## config.mk

```make
export PLATFORM = sky130hd
export DESIGN_NAME = mod_counter_cfg
export DESIGN_NICKNAME = d
export VERILOG_FILES = /design/src/rtl/timer_pkg.sv /design/src/rtl/mod_counter_cfg.sv
export SDC_FILE = /design/constraint.sdc
export NUM_CORES = 1
export LEC_CHECK = 0
export BUFFER_PORTS_ARGS = -buffer_cell sky130_fd_sc_hd__buf_2
export CAP_MARGIN = 40
export CELL_PAD_IN_SITES_DETAIL_PLACEMENT = 2
export CELL_PAD_IN_SITES_GLOBAL_PLACEMENT = 2
export CORE_ASPECT_RATIO = 1.75
export CORE_MARGIN = 2
export CORE_UTILIZATION = 30
export DETAILED_ROUTE_END_ITERATION = 8
export PLACE_DENSITY_LB_ADDON = 0.1
export RECOVER_POWER = 25
export SYNTH_ARGS = -nofsm -noshare
export SYNTH_HDL_FRONTEND = slang
export SYNTH_SLANG_ARGS = --single-unit
```

## constraint.sdc

```tcl
create_clock -name clk -period 3.8 [get_ports clk]
set_clock_uncertainty 0.05 [all_clocks]
set_input_delay 0.19 -clock clk [delete_from_list [all_inputs] [get_ports clk]]
set_output_delay 0.19 -clock clk [all_outputs]
set_load 0.01 [all_outputs]
```

## src/rtl/timer_pkg.sv

```systemverilog
// Shared constants for the timekeeping counter chain: count direction
// encodings and the standard moduli for seconds, minutes and hours stages.
package timer_pkg;

  localparam logic DIR_DOWN = 1'b0;
  localparam logic DIR_UP   = 1'b1;

  localparam int SEC_MOD = 60;
  localparam int MIN_MOD = 60;
  localparam int HR_MOD  = 24;

endpackage

```

## src/rtl/mod_counter_cfg.sv

```systemverilog
// Configurable modulo-N up/down counter with synchronous clear/load, wrap or
// saturate at the terminal value, a sticky overflow flag and a cascade output.
module mod_counter_cfg
  import timer_pkg::*;
#(
  parameter int MODULUS = SEC_MOD,
  parameter int WIDTH   = $clog2(MODULUS),
  parameter bit WRAP    = 1'b1
) (
  input  logic             clk,
  input  logic             rst,
  input  logic             enable,
  input  logic             clear,
  input  logic             load,
  input  logic [WIDTH-1:0] load_val,
  input  logic             dir,
  input  logic             ovf_ack,
  output logic [WIDTH-1:0] count,
  output logic             done,
  output logic             ovf,
  output logic             load_err
);

  localparam logic [WIDTH-1:0] MAX_VAL = WIDTH'(MODULUS - 1);
  localparam logic [WIDTH:0]   MOD_EXT = (WIDTH + 1)'(MODULUS);

  logic             at_term;
  logic             load_ok;
  logic [WIDTH-1:0] step_val;

  // Terminal depends on the live dir, so done follows a direction change in the same cycle.
  always_comb begin
    at_term  = (dir == DIR_UP) ? (count == MAX_VAL) : (count == '0);
    load_ok  = ({1'b0, load_val} < MOD_EXT);
    done     = enable & ~clear & ~load & at_term;
    step_val = count;
    if (!at_term) begin
      step_val = (dir == DIR_UP) ? count + WIDTH'(1) : count - WIDTH'(1);
    end else if (WRAP) begin
      step_val = (dir == DIR_UP) ? '0 : MAX_VAL;
    end
  end

  always_ff @(posedge clk or posedge rst) begin
    if (rst) begin
      count    <= '0;
      ovf      <= 1'b0;
      load_err <= 1'b0;
    end else if (clear) begin
      count    <= '0;
      ovf      <= 1'b0;
      load_err <= 1'b0;
    end else begin
      // A set in the same cycle as an acknowledge keeps the flag raised.
      ovf      <= done | (ovf & ~ovf_ack);
      load_err <= load & ~load_ok;
      if (load) begin
        if (load_ok) begin
          count <= load_val;
        end
      end else if (enable) begin
        count <= step_val;
      end
    end
  end

endmodule

```

### Yosys cells after proc, flatten, opt, wreduce, memory -nomap -nowiden

Cells that the tools add are included.
W data, S select, Z words.

| word-level totals | value |
|---|---|
| register bits after elaboration | 8 |
| output and inout bits | 9 |
| word-level logic and storage cells | 31 |

| operators by class | value |
|---|---|
| add/subtract/negate cells | 2 |
| magnitude comparators | 1 |
| equal/unequal tests | 2 |
| mux-type cells | 10 |
| bitwise operators | 10 |
| reductions and logical operators | 3 |

Operator list:

| cell | count |
|---|---|
| $mux W6 | 7 |
| $add A6 B1 Y6 const B | 1 |
| $eq A6 B6 Y1 const B | 1 |
| $logic_not A6 Y1 | 1 |
| $lt A6 B6 Y1 const B | 1 |
| $sub A6 B1 Y6 const B | 1 |
| $and A1 B1 Y1 | 5 |
| $not A1 Y1 | 4 |
| $mux W1 | 3 |
| $ne A3 B2 Y1 const B | 1 |
| $reduce_bool A3 Y1 | 1 |
| $reduce_and A2 Y1 | 1 |
| $or A1 B1 Y1 | 1 |

### Depth between registers and ports, before layout

| logic depth | value |
|---|---|
| word-level depth | 6 |
| gate-level depth with buffers | 7 |

### Least setup slack after synthesis

OpenSTA, ideal clock, no wires.

| timing | value |
|---|---|
| kind | reg2reg |
| from | register count[2] |
| to | register count[4] |
| setup time | 0.122 ns |
| data arrival time | 1.925 ns |
| data required time | 3.628 ns |
| setup slack | 1.703 ns |
| stages on the path, launching flop included | 7 |
| path buffers | 0 |
| cells stage by stage | dfrtp_1 > ha_1 > nor2b_1 > o21a_1 > or3_1 > a211o_1 > a32o_1 |

| between the ends | value |
|---|---|
| longest elaborated chain between the ends | 6 |
| elaborated cells on any way between the ends | 10 |
| classes of those cells | add/sub (2); eq/ne (1); mux (6); reduce/logical (1) |

Ends and longest elaborated chain:

| element | RTL line | source |
|---|---|---|
| from (decl) | mod_counter_cfg.sv:18 | `output logic [WIDTH-1:0] count,` |
| from (signal assigned) | mod_counter_cfg.sv:59 | `count <= load_val;` |
| from (signal assigned) | mod_counter_cfg.sv:62 | `count <= step_val;` |
| $sub A6 B1 Y6, or another cell as far along | mod_counter_cfg.sv:38 | `step_val = (dir == DIR_UP) ? count + WIDTH'(1) : count - WIDTH'(1);` |
| $mux W6 / $mux W1 (equally long branches) | mod_counter_cfg.sv:38, mod_counter_cfg.sv:33 |  |
| $mux W6 * | mod_counter_cfg.sv:37 | `if (!at_term) begin` |
| $mux W6 * | mod_counter_cfg.sv:61 | `end else if (enable) begin` |
| $mux W6 * | mod_counter_cfg.sv:57 | `if (load) begin` |
| $mux W6 * | mod_counter_cfg.sv:49 | `end else if (clear) begin` |

Every way passes the cells marked *; elsewhere a longest branch is shown, timed or not. The select of a mux whose other input is x is not followed.
A chain may end at the register's enable or synchronous reset.

### Final worst setup path

Ends and elaborated chain as after synthesis.

==> impl_metrics.csv <==
group,metric,value,unit
synth,synthCells,86,
pwr,cellPowerDensity,349,nW/um2
floorplan,ioPinCount,22,
synth,synthArstFlopShare,100,%
synth,ys_ff_latch,8,
worst_setup_path,critPathKind,"reg2reg",
clocking,clkTransAtPathRegs,0.04,ns
synth,synth_warnings,0,
placement,dpl_worst_slack,1.60,ns
floorplan,fp.dieW,40.7,um
worst_setup_path,crit_buf_inv,0,
synth,synth.avg_cell_area,8.23,um2
timing,hold_viol_final,0,
cells_and_area,synthToLayoutAreaGrowth,25.8,%
synth,yosysUniqueCellTypes,36,
timing,finalSetupViolCount,0,
timing,min_period,2.21,ns
clocking,clkLatencyLatePin,0.23,ns
placement,port_buffers,21,
detailed_routing,routedWlPerCell,17.8,um
timing,slew_violations,0,
timing,worst_pin_slew,0.548,ns
synth,synth_nets,104,
cells_and_area,drive_above_1_share,25.5,%
floorplan,core_area,2270,um2
cells_and_area,multi_input_area,484,um2
timing,slew_headroom,63.2,%
floorplan,initial_core_util,31.2,%
detailed_routing,vias_per_cell,5.61,
clocking,cts_buffers,3,
worst_setup_path,arrival,2.28,ns
pwr,static-leakage-power,0.000425,uW
grt,antenna_found_initial,0,
status,status,"finished, final reports clean",
cells_and_area,fillers,265,
pwr,peakVddDrop,0.000244,V
detailed_routing,first_iter_violations,5,
cells_and_area,register_area,200,um2
synth,synth_flop_cell,"dfrtp_1",
clocking,htreeDepth,1,
clocking,ctsRootBufferMaster,"clkbuf_8",
detailed_routing,drt_first_pass_iters,4,
grt,grt_overflow_total,0,
timing,fmax,0.453,GHz
timing,finalCritPeriodShare,58.1,%
worst_setup_path,start_kind,"flip-flop",
clocking,cts-resized-gates,0,
flow_run,max-cap-violations,0,
worst_setup_path,slowest_stage,"dfrtp_1",
clocking,cts_tree,"yes",
synth,synth_area,708,um2
worst_setup_path,slowest_delay,0.48,ns
detailed_routing,routed_wl,2.41,mm
worst_setup_path,worstPathRequired,3.87,ns
detailed_routing,dr_total_vias,758,
worst_setup_path,cp-end-kind,"flip-flop",
worst_setup_path,critPathMaxFanout,9,
grt,grt_pass1_wl,3.86,mm
worst_setup_path,worstPathCellList,"ha_1, nor2b_1, o21a_1, or3_1, a211o_1, a32o_1",
clocking,cts.sinks,8,
timing,fin_setup_tns,0,ns
placement,hpwlAfterDp,1.93,mm
placement,gp_congestion,0.737,
floorplan,die_h,68.3,um
grt,grt_pass1_vias,797,
timing,rsz0062_at_grt,"false",
detailed_routing,ant_nets,0,
timing,worst_slack,1.59,ns
floorplan,rows,23,
timing,whs,0.171,ns
worst_hold_path,holdCritPathClass,"in2reg",
grt,gr-usage-all-layers,20.4,%
synth,synth_edf_count,0,
cells_and_area,nets,130,
clocking,clock_path_buffers,2,
worst_setup_path,critPathTopFamily,"compound AO/OA/AOI/OAI gates",
grt,grt_max_degree,12,
synth,synth-seq-area-share,28.3,%
cells_and_area,diodes,0,
detailed_routing,drc,0,
floorplan,dieArea,2780,um2
==> placed cells by master, fill, tap and decap left out, types with 2 or more instances in the layout <==
cell	count
buf_2	21
nand2_1	10
nor2_1	8
dfrtp_1	8
o21ai_0	7
inv_1	5
ha_1	4
nor2b_1	3
or3_1	3
a21oi_1	3
clkbuf_8	3
o21a_1	2
nand2b_1	2
nand3_1	2
xnor2_1	2
nor3_1	2
a21o_1	2
a32o_1	2
o211ai_1	2
==> report_power, final <==
| group | internal, uW | switching (uW) |
|---|---|---|
| Sequential | 92.1 | 14.3 |
| Combinational | 47.1 | 53.6 |
| Clock | 68.8 | 35.1 |
==> timing repair <==
action / in CTS / in global routing
buffers inserted: 0 / 0
endpoints found under the hold margin: 8 / 0
hold buffers: 1 / 0
==> per-stage QoR <==
step | total power, uW | std cells | utilization (%) | instance area, um2
4_1_cts | 316 | 135 | 39.2 | 891
3_3_place_gp | 205 | 131 | 36.9 | 840
3_5_place_dp | 208 | 131 | 36.9 | 840
6_report | 311 | 135 | 39.2 | 891
5_1_grt | 333 | 135 | 39.2 | 891
2_1_floorplan | 171 | 86 | - | 708
==> routing by layer <==
metal  vias up  wire length (um)  GRT usage (%)
met5         -                 0              0
met4         0                14           3.75
met3         2                56           1.95
met2        16              1440           40.9
met1       374               890           20.7
li1        366                 -              -
==> synth_stat cells, types with 2 or more instances <==
master | count | share of area, %
or3_1 | 3 | 2.7
a21o_1 | 2 | 2.1
a32o_1 | 2 | 2.8
ha_1 | 4 | 7.1
a21oi_1 | 3 | 2.1
o21a_1 | 2 | 2.1
nand2b_1 | 2 | 1.8
o211ai_1 | 2 | 2.1
nor2b_1 | 3 | 2.7
nor2_1 | 8 | 4.2
xnor2_1 | 2 | 2.5
inv_1 | 5 | 2.7
nand2_1 | 10 | 5.3
dfrtp_1 | 8 | 28
o21ai_0 | 7 | 4.9
nor3_1 | 2 | 1.4
nand3_1 | 2 | 1.4
==> worst register-to-register path, delay by kind of cell, from the launching register on <==
| kind | cells | cell delay (ns) |
|---|---|---|
| flip-flops | 1 | 0.48 |
| AND/OR/NAND/NOR | 2 | 0.46 |
| AO/OA/AOI/OAI | 3 | 0.72 |
| adder cells (fa/ha/maj) | 1 | 0.38 |
==> flip-flops by register name (all words and copies together) (netlist names) <==
name and count:
count 6, ovf 1, load_err 1
==> final timing paths <==
| path | startpoint | to | slack (ns) | depth (start not counted) |
|---|---|---|---|---|
| worst min-delay path | clear | ovf$_DFF_PP0_ | 0.17 | 2 |
| max in group asynchronous | rst | ovf$_DFF_PP0_ | 2.99 | 3 |
| min in group asynchronous | rst | count[5]$_DFFE_PP0P_ | 0.46 | 3 |
| worst max register to register | count[2]$_DFFE_PP0P_ | count[4]$_DFFE_PP0P_ | 1.59 | 6 |
| worst min register to register | count[4]$_DFFE_PP0P_ | count[4]$_DFFE_PP0P_ | 0.59 | 1 |
| worst max-delay path | count[2]$_DFFE_PP0P_ | count[4]$_DFFE_PP0P_ | 1.59 | 6 |
==> layout make-up <==
cell class | instances | area share [%]
Tap cell | 25 | 3.51
Sequential cell | 8 | 22.5
Multi-Input combinational cell | 72 | 54.4
Timing Repair Buffer | 22 | 12.9
Clock buffer | 3 | 4.63
Inverter | 5 | 2.11
==> cells by family (layout without fill, tap and decap cells) <==
kind of cell    after synthesis  count (layout)  synth area share [%]
simple gates                 38              38                  27.6
buf+inv                       6              30                  3.36
fa+ha+maj                     5               5                  9.89
xor+xnor                      3               3                  3.71
flops                         8               8                  28.3
compound gates               26              26                  27.2
Note: power is estimated with default switching activity, not from simulation.
